==> src/rtl/sprite_pkg.sv <==
// Shared definitions for the sprite motion controller: default video timing
// and the frame-update FSM state encoding.
package sprite_pkg;

    localparam int H_ACTIVE_DEF = 1280;
    localparam int V_ACTIVE_DEF = 720;

    typedef enum logic [1:0] {
        WAIT   = 2'd0,
        CALC   = 2'd1,
        COMMIT = 2'd2
    } motion_state_t;

endpackage

==> src/rtl/sprite_motion_ctrl_axis_step.sv <==
// Combinational next-position / next-direction for one axis with edge bounce.
// The sum is formed at 12 bits so position plus step can never wrap.
module axis_step #(
    parameter int W    = 11,
    parameter int STEP = 4,
    parameter int MAX  = 1024
) (
    input  logic [W-1:0] pos,
    input  logic         dir,
    output logic [W-1:0] next_pos,
    output logic         next_dir
);

    logic [11:0] pos_ext;
    logic [11:0] sum;
    logic [11:0] diff;

    always_comb begin
        pos_ext  = 12'(pos);
        sum      = pos_ext + 12'(STEP);
        diff     = pos_ext - 12'(STEP);
        next_pos = pos;
        next_dir = dir;
        if (dir) begin
            if (sum >= 12'(MAX)) begin
                next_pos = W'(MAX);
                next_dir = 1'b0;
            end else begin
                next_pos = sum[W-1:0];
            end
        end else begin
            // Landing exactly on the step distance also bounces, so 0 is reached.
            if (pos_ext <= 12'(STEP)) begin
                next_pos = '0;
                next_dir = 1'b1;
            end else begin
                next_pos = diff[W-1:0];
            end
        end
    end

endmodule

==> src/rtl/sprite_motion_ctrl.sv <==
// Frame-synchronous sprite position / variant controller; updates only in vertical blanking.
// Optional feature: define SPRITE_MOTION_PAUSE_EN to honour pause_in.
module sprite_motion_ctrl
    import sprite_pkg::*;
#(
    parameter int WIDTH    = 256,
    parameter int HEIGHT   = 256,
    parameter int H_ACTIVE = H_ACTIVE_DEF,
    parameter int V_ACTIVE = V_ACTIVE_DEF,
    parameter int STEP_X   = 4,
    parameter int STEP_Y   = 2
) (
    input  logic        pixel_clk_in,
    input  logic        rst_in,
    input  logic [10:0] hcount_in,
    input  logic [9:0]  vcount_in,
    input  logic        pop_req_in,
    input  logic        pause_in,
    output logic [10:0] x_out,
    output logic [9:0]  y_out,
    output logic        pop_out,
    output logic        frame_tick_out
);

    localparam int XMAX = H_ACTIVE - WIDTH;
    localparam int YMAX = V_ACTIVE - HEIGHT;

    motion_state_t state;
    motion_state_t next_state;

    logic        dir_x;
    logic        dir_y;
    logic [10:0] nx;
    logic [9:0]  ny;
    logic        ndx;
    logic        ndy;
    logic        pop_pending;
    logic [10:0] step_x;
    logic [9:0]  step_y;
    logic        step_dx;
    logic        step_dy;
    logic        boundary;
    logic        hold;

`ifdef SPRITE_MOTION_PAUSE_EN
    assign hold = pause_in;
`else
    logic unused_pause;
    assign unused_pause = pause_in;
    assign hold         = 1'b0;
`endif

    assign boundary = (hcount_in == 11'd0) && (vcount_in == 10'(V_ACTIVE));

    axis_step #(.W(11), .STEP(STEP_X), .MAX(XMAX)) u_step_x (
        .pos      (x_out),
        .dir      (dir_x),
        .next_pos (step_x),
        .next_dir (step_dx)
    );

    axis_step #(.W(10), .STEP(STEP_Y), .MAX(YMAX)) u_step_y (
        .pos      (y_out),
        .dir      (dir_y),
        .next_pos (step_y),
        .next_dir (step_dy)
    );

    always_comb begin
        next_state = state;
        case (state)
            WAIT:    if (boundary) next_state = CALC;
            CALC:    next_state = COMMIT;
            COMMIT:  next_state = WAIT;
            default: next_state = WAIT;
        endcase
    end

    always_ff @(posedge pixel_clk_in or negedge rst_in) begin
        if (!rst_in) begin
            state <= WAIT;
        end else begin
            state <= next_state;
        end
    end

    // Shadow values are computed in CALC and published together in COMMIT.
    always_ff @(posedge pixel_clk_in or negedge rst_in) begin
        if (!rst_in) begin
            nx             <= '0;
            ny             <= '0;
            ndx            <= 1'b1;
            ndy            <= 1'b1;
            dir_x          <= 1'b1;
            dir_y          <= 1'b1;
            x_out          <= '0;
            y_out          <= '0;
            pop_out        <= 1'b0;
            pop_pending    <= 1'b0;
            frame_tick_out <= 1'b0;
        end else begin
            frame_tick_out <= 1'b0;
            pop_pending    <= pop_pending | pop_req_in;
            if (state == CALC) begin
                nx  <= hold ? x_out : step_x;
                ny  <= hold ? y_out : step_y;
                ndx <= hold ? dir_x : step_dx;
                ndy <= hold ? dir_y : step_dy;
            end
            if (state == COMMIT) begin
                x_out          <= nx;
                y_out          <= ny;
                dir_x          <= ndx;
                dir_y          <= ndy;
                pop_out        <= pop_out ^ (pop_pending | pop_req_in);
                pop_pending    <= 1'b0;
                frame_tick_out <= 1'b1;
            end
        end
    end

endmodule
==> config.mk <==
export PLATFORM = sky130hd
export DESIGN_NAME = sprite_motion_ctrl
export DESIGN_NICKNAME = d
export VERILOG_FILES = /design/src/rtl/sprite_pkg.sv /design/src/rtl/sprite_motion_ctrl_axis_step.sv /design/src/rtl/sprite_motion_ctrl.sv
export SDC_FILE = /design/constraint.sdc
export NUM_CORES = 1
export LEC_CHECK = 0
export ABC_AREA = 1
export CAP_MARGIN = 5
export CELL_PAD_IN_SITES_DETAIL_PLACEMENT = 0
export CELL_PAD_IN_SITES_GLOBAL_PLACEMENT = 1
export CORE_MARGIN = 2
export CORE_UTILIZATION = 42
export DETAILED_ROUTE_END_ITERATION = 8
export GPL_ROUTABILITY_DRIVEN = 1
export HOLD_SLACK_MARGIN = 0.08
export PLACE_DENSITY = 0.95
export SLEW_MARGIN = 20
export SYNTH_ARGS = -nofsm -noshare
export SYNTH_HDL_FRONTEND = slang
export SYNTH_SLANG_ARGS = --single-unit
==> constraint.sdc <==
create_clock -name pixel_clk_in -period 3.3 [get_ports pixel_clk_in]
set_clock_uncertainty 0.05 [all_clocks]
set_input_delay 0.495 -clock pixel_clk_in [delete_from_list [all_inputs] [get_ports pixel_clk_in]]
set_output_delay 0.495 -clock pixel_clk_in [all_outputs]
set_load 0.05 [all_outputs]
* Word level (Yosys, flattened, before mapping)
Index checks and enable logic that the tools add are counted.
** Storage, ports and cells
- Logic and storage cells :: 45
- Output and inout bits :: 23
- Input port bits :: 25
- Register bits :: 51
** Cells by class
- Muxes and demuxes :: 16
- Reduce and logical (&&, ||, !) cells :: 3
- Add/subtract/negate cells :: 4
- Order comparisons :: 4
- Equal/unequal tests :: 4
- Bitwise gates (word level) :: 2
** Operators by type and width (count)
- 11-bit two-way mux :: 3
- 10-bit two-way mux :: 3
- 11-bit by 3-bit adder with 12-bit output, second input constant :: 1
- 12-bit by 11-bit >= comparator with 1-bit output, second input constant :: 1
- 12-bit by 9-bit >= comparator with 1-bit output, second input constant :: 1
- 10-bit by 2-bit adder with 11-bit output, second input constant :: 1
- 11-bit by 3-bit less-or-equal comparator with 1-bit output, second input constant :: 1
- 11-bit zero test :: 1
- 11-bit by 3-bit subtractor with 11-bit output, second input constant :: 1
- 10-bit == test, second input constant :: 1
- 10-bit by 2-bit less-or-equal comparator with 1-bit output, second input constant :: 1
- 10-bit by 2-bit subtractor with 10-bit output, second input constant :: 1
- 1-bit two-way mux :: 8
- 2-bit one-hot mux with 2 select lines :: 1
- 2-bit by 1-bit == test with 1-bit output, second input constant :: 1
- 2-bit == test, second input constant :: 1
- 2-bit zero test :: 1
- 2-bit two-way mux :: 1
- 2-bit inequality test, second input constant :: 1
- 1-bit logical AND :: 1
- 1-bit bitwise OR :: 1
- 1-bit XOR :: 1

* Depth between registers and ports, before layout
- Depth in word-level cells :: 4
- Mapped depth :: 11
- Mapped depth without buffers :: 11

* Modules after synthesis
From an unflattened synthesis, not the netlist that was laid out.
** Second synthesis, totals
- Cell total of the unflattened synthesis :: 473
- Area total of the unflattened synthesis :: 3343.2 um^2
** By module, submodules not included
- sprite_motion_ctrl :: seq. area each 1281.2 um^2, area an instance 2049.5 um^2, times used 1, cells each 220
- axis_step at u_step_y :: seq. area each 0.0 um^2, area an instance 663.1 um^2, times used 1, cells each 128
- axis_step at u_step_x :: seq. area each 0.0 um^2, area an instance 630.6 um^2, times used 1, cells each 125

* Least setup slack after synthesis
OpenSTA, ideal clock, no wires.
- Kind :: register to register
- Start :: register y_out[2]
- End :: register ny[0]
- Clock period less this slack :: 1.936 ns
- Required time :: 3.130 ns
- Cell stages (with the launch flop) :: 11
- Setup time :: 0.120 ns
- Path buffers :: 0
- Arrival time :: 1.765 ns
- Path slack :: 1.364 ns
- Cell sequence :: dfrtp_1 -> ha_1 -> nand3_4 -> o21ai_1 -> nand2_1 -> nor2_4 -> nand3_4 -> nand2_1 -> nand2_1 -> nand3_1 -> nand2_1
** Between the ends
- Longest elaborated chain between the ends :: 4
- Elaborated cells on any way between the ends :: 6
- Those cells by class :: add/sub: 1; order compare: 2; mux: 3
** RTL lines
- start: declaration :: line sprite_motion_ctrl.sv:20 : output logic [9:0] y_out,
- start signal: assignment :: line sprite_motion_ctrl.sv:112 : y_out <= ny;
- 10-bit by 2-bit adder with 11-bit output :: line sprite_motion_ctrl_axis_step.sv:20 : sum = pos_ext + 12'(STEP);
- 12-bit by 9-bit >= comparator with 1-bit output :: line sprite_motion_ctrl_axis_step.sv:25 : if (sum >= 12'(MAX)) begin
- 10-bit two-way mux :: line sprite_motion_ctrl_axis_step.sv:25
- 10-bit two-way mux * :: line sprite_motion_ctrl_axis_step.sv:24 : if (dir) begin
- end signal: assignment :: line sprite_motion_ctrl.sv:106 : ny <= hold ? y_out : step_y;
- end: declaration :: line sprite_motion_ctrl.sv:34 : logic [9:0] ny;
Every way passes the cells marked *; elsewhere a longest branch is shown, timed or not.
A chain may end at the register's enable or synchronous reset.

* Final worst setup path
- Start :: register y_out[3]
- End :: output port y_out[3]
No word-level cell between the ends.

==> flow_summary_export.csv <==
group,metric,value,unit
run_status,status,"finished, final reports clean",
grt,antenna_found_initial,0,
yosys,yosys_warnings,0,
clock_tree,cts_hold_buf,0,
layout,drive_above_1_share,9.80,%
clock_tree,cts_setup_buffers,0,
layout,n_antenna_cell,0,
placed_design,io_buffers,46,
detailed_routing,wire_per_inst,13.5,um
layout,area_growth,21.1,%
timing,finalSetupViolCount,0,
yosys,seq_area_frac_synth,44.0,%
setup_path,worst_setup_path_end_kind,"output pin",
clock_tree,cts.sinks,51,
timing,min_period,2.34,ns
setup_path,cp_max_fo,9,
setup_path,crit_arrival,1.79,ns
layout,layout.cells.non_filler,488,
floorplan,die_x,87.3,um
yosys,yosysTopAreaCell,"dfrtp_1",
job,cap_viol_max_count,0,
floorplan,io-pin-count,48,
clock_tree,root_buffer,"clkbuf_8",
detailed_routing,routed_wirelength,6590,um
timing,fmax,0.428,GHz
pwr,intPower,0.000803,W
setup_path,r2r_start,"y_out[1]$_DFFE_PN0P_",
timing,slew_headroom,51.2,%
floorplan,core_area,6760,um^2
floorplan,die_h,87.3,um
setup_path,crit_required,2.75,ns
setup_path,crit_type,"reg2out",
clock_tree,clk_pin_slew,0.10,ns
pwr,p_sw,0.000238,W
setup_path,cp_num_buf_inv,1,
yosys,synth_top_area_share,40.4,%
grt,grt_pass1_wl,11900,um
setup_path,r2r_setup_slack,1.53,ns
setup_path,crit_path_cell_trace,"clkdlybuf4s50_1",
pwr,p_comb_share,4.3,%
setup_path,r2r-end,"ny[7]$_DFFE_PN0N_",
yosys,synthTopCellsByArea,"dfrtp_1 40%, nand2_1 13%, xor2_1 5.4%, nand3_1 4.1%, o21ai_0 4.0%",
timing,tightest_slew,0.731,ns
min_path,min_path_type,"in2async",
grt,grt_pass1_vias,2629,
timing,fin_crit_sh,70.8,%
timing,finalHoldViolations,0,
pwr,vdd_drop_max,0.000182,V
detailed_routing,drtPass1Iterations,4,
clock_tree,insertion_delay,0.31,ns
yosys,synth.avg_cell_area,8.02,um^2
floorplan,start_util,43.1,%
grt,grt_overflow,0,
grt,grt_max_degree,43,
detailed_routing,drcViolationCount,0,
detailed_routing,viasPerCell,5.14,
pwr,power_density,295,nW/um^2
setup_path,ff2ff_path_depth,8,
detailed_routing,routed-via-count,2508,
pwr,swShare,22.9,%
timing,drv_slew,0,
placed_design,gp_congestion,0.906,
detailed_routing,drtAntennaViolNets,0,
yosys,synthesis.nets,394,
timing,rsz0062_at_grt,"no",
clock_tree,cts_buffers,5,
pwr,p_leak,1.62,nW
floorplan,die_area,7610,um^2
detailed_routing,drt_iter0_drc,108,
clock_tree,cts-htree-levels,2,
yosys,synth.distinct_cells,36,
grt,grt.total_usage,19.4,%
setup_path,slowest_stage,"clkdlybuf4s50_1",
setup_path,slowest_delay,0.88,ns
timing,tns,0,ns
placed_design,post-place-cells,480,
floorplan,rows,30,
yosys,syn_area,2910,um^2
yosys,netlist_instances,363,
placed_design,dp_hpwl,4820,um
pwr,pwr-share-seq,60.1,%
clock_tree,cts_tree,"built",
yosys,synth_seq_cells,51,
layout,fin_util,52.2,%
clock_tree,cts.path.max_buffers,2,
pwr,clkPwrFrac,35.6,%
layout,final_nets,438,
setup_path,startpoint_type,"flop",
setup_path,cpLargestDelayFamily,"buffers and inverters",
clock_tree,cts_resized,0,
==> layer usage <==
| layer | routed length (um) | global-route usage, % |
|---|---|---|
| met4 | 49 | 4.76 |
| met1 | 3130 | 25.7 |
| met5 | 0 | 0 |
| met2 | 3220 | 33.7 |
| met3 | 186 | 2.75 |
==> cell type report <==
type / instances / area [um^2]
fillers: 664 / 3230
clock inverters: 3 / 23.8
flip-flops and latches: 51 / 1280
clock buffers: 5 / 68.8
well taps: 80 / 100
inverters: 32 / 120
multi-input cells: 266 / 1440
repair buffers: 51 / 493
==> power groups by stage <==
stage	sequential (W)	clock (W)	combinational, W
after global placement	0.000638	0	0.0000449
final	0.000626	0.000371	0.0000443
after CTS	0.000626	0.000382	0.0000457
after global routing	0.000626	0.000414	0.0000499
after floorplan	0.000640	0	0.00000204
after detailed placement	0.000638	0	0.0000457
==> synth_stat cells, drive strengths merged <==
cell type and n:
ha 6, a21oi 16, nand3 29, o21bai 1
xnor2 1, nand4 12, inv 31, dfrtp 47
nand3b 3, nor4 4, o22ai 2, and2 1
o31ai 1, dfstp 4, or2 2, clkbuf 7
nor3 5, buf 7, nor2 32, nand2 103
o211ai 1, xor2 18, o21ai 29, clkinv 1
==> flip-flops by register name (all words and copies together) (netlist names) <==
signal and flops:
pop_pending 1, nx 11, ny 10, pop_out 1, state 2, ndy 1
dir_x 1, dir_y 1, ndx 1, y_out 10, x_out 11, frame_tick_out 1
==> cells in the final DEF, fill, tap and decap left out, drive strengths merged, types with 12 or more instances in the layout <==
cell,instances
nor2,32
clkdlybuf4s50,45
nand2,103
o21ai,29
inv,32
nand3,29
nand4,12
xor2,18
a21oi,16
dfrtp,47
==> how the worst max path moves through the flow <==
| stage | start | end | slack, ns | cells past startpoint |
|---|---|---|---|---|
| floorplan | y_out[2]$_DFFE_PN0P_ | ny[0]$_DFFE_PN0N_ | 1.36 | 10 |
| global placement | y_out[3]$_DFFE_PN0P_ | y_out[3] | 1.32 | 1 |
| detailed placement | y_out[3]$_DFFE_PN0P_ | y_out[3] | 1.30 | 1 |
| CTS | y_out[3]$_DFFE_PN0P_ | y_out[3] | 0.94 | 1 |
| global route | y_out[3]$_DFFE_PN0P_ | y_out[3] | 0.88 | 1 |
| finish | y_out[3]$_DFFE_PN0P_ | y_out[3] | 0.96 | 1 |
==> kinds of logic after synthesis <==
family,count (synthesis),synth area share [%]
XOR/XNOR,19,5.72
flip-flops,51,44.0
AND/OR/NAND/NOR,191,31.3
buffers and inverters,46,6.70
AO/OA/AOI/OAI,50,9.71
adder cells (fa/ha/maj),6,2.58
==> metrics by stage <==
step	power, W	setup WS, ns	instance area (um^2)	hold slack, ns
final	0.00104	0.963	3520	0.184
after global routing	0.00109	0.884	3520	0.253
after CTS	0.00105	0.945	3520	0.212
after detailed placement	0.000684	1.30	3430	0.376
after global placement	0.000683	1.32	3430	0.365
after floorplan	0.000642	1.36	2910	0.149
(Power assumes the default switching activity.)
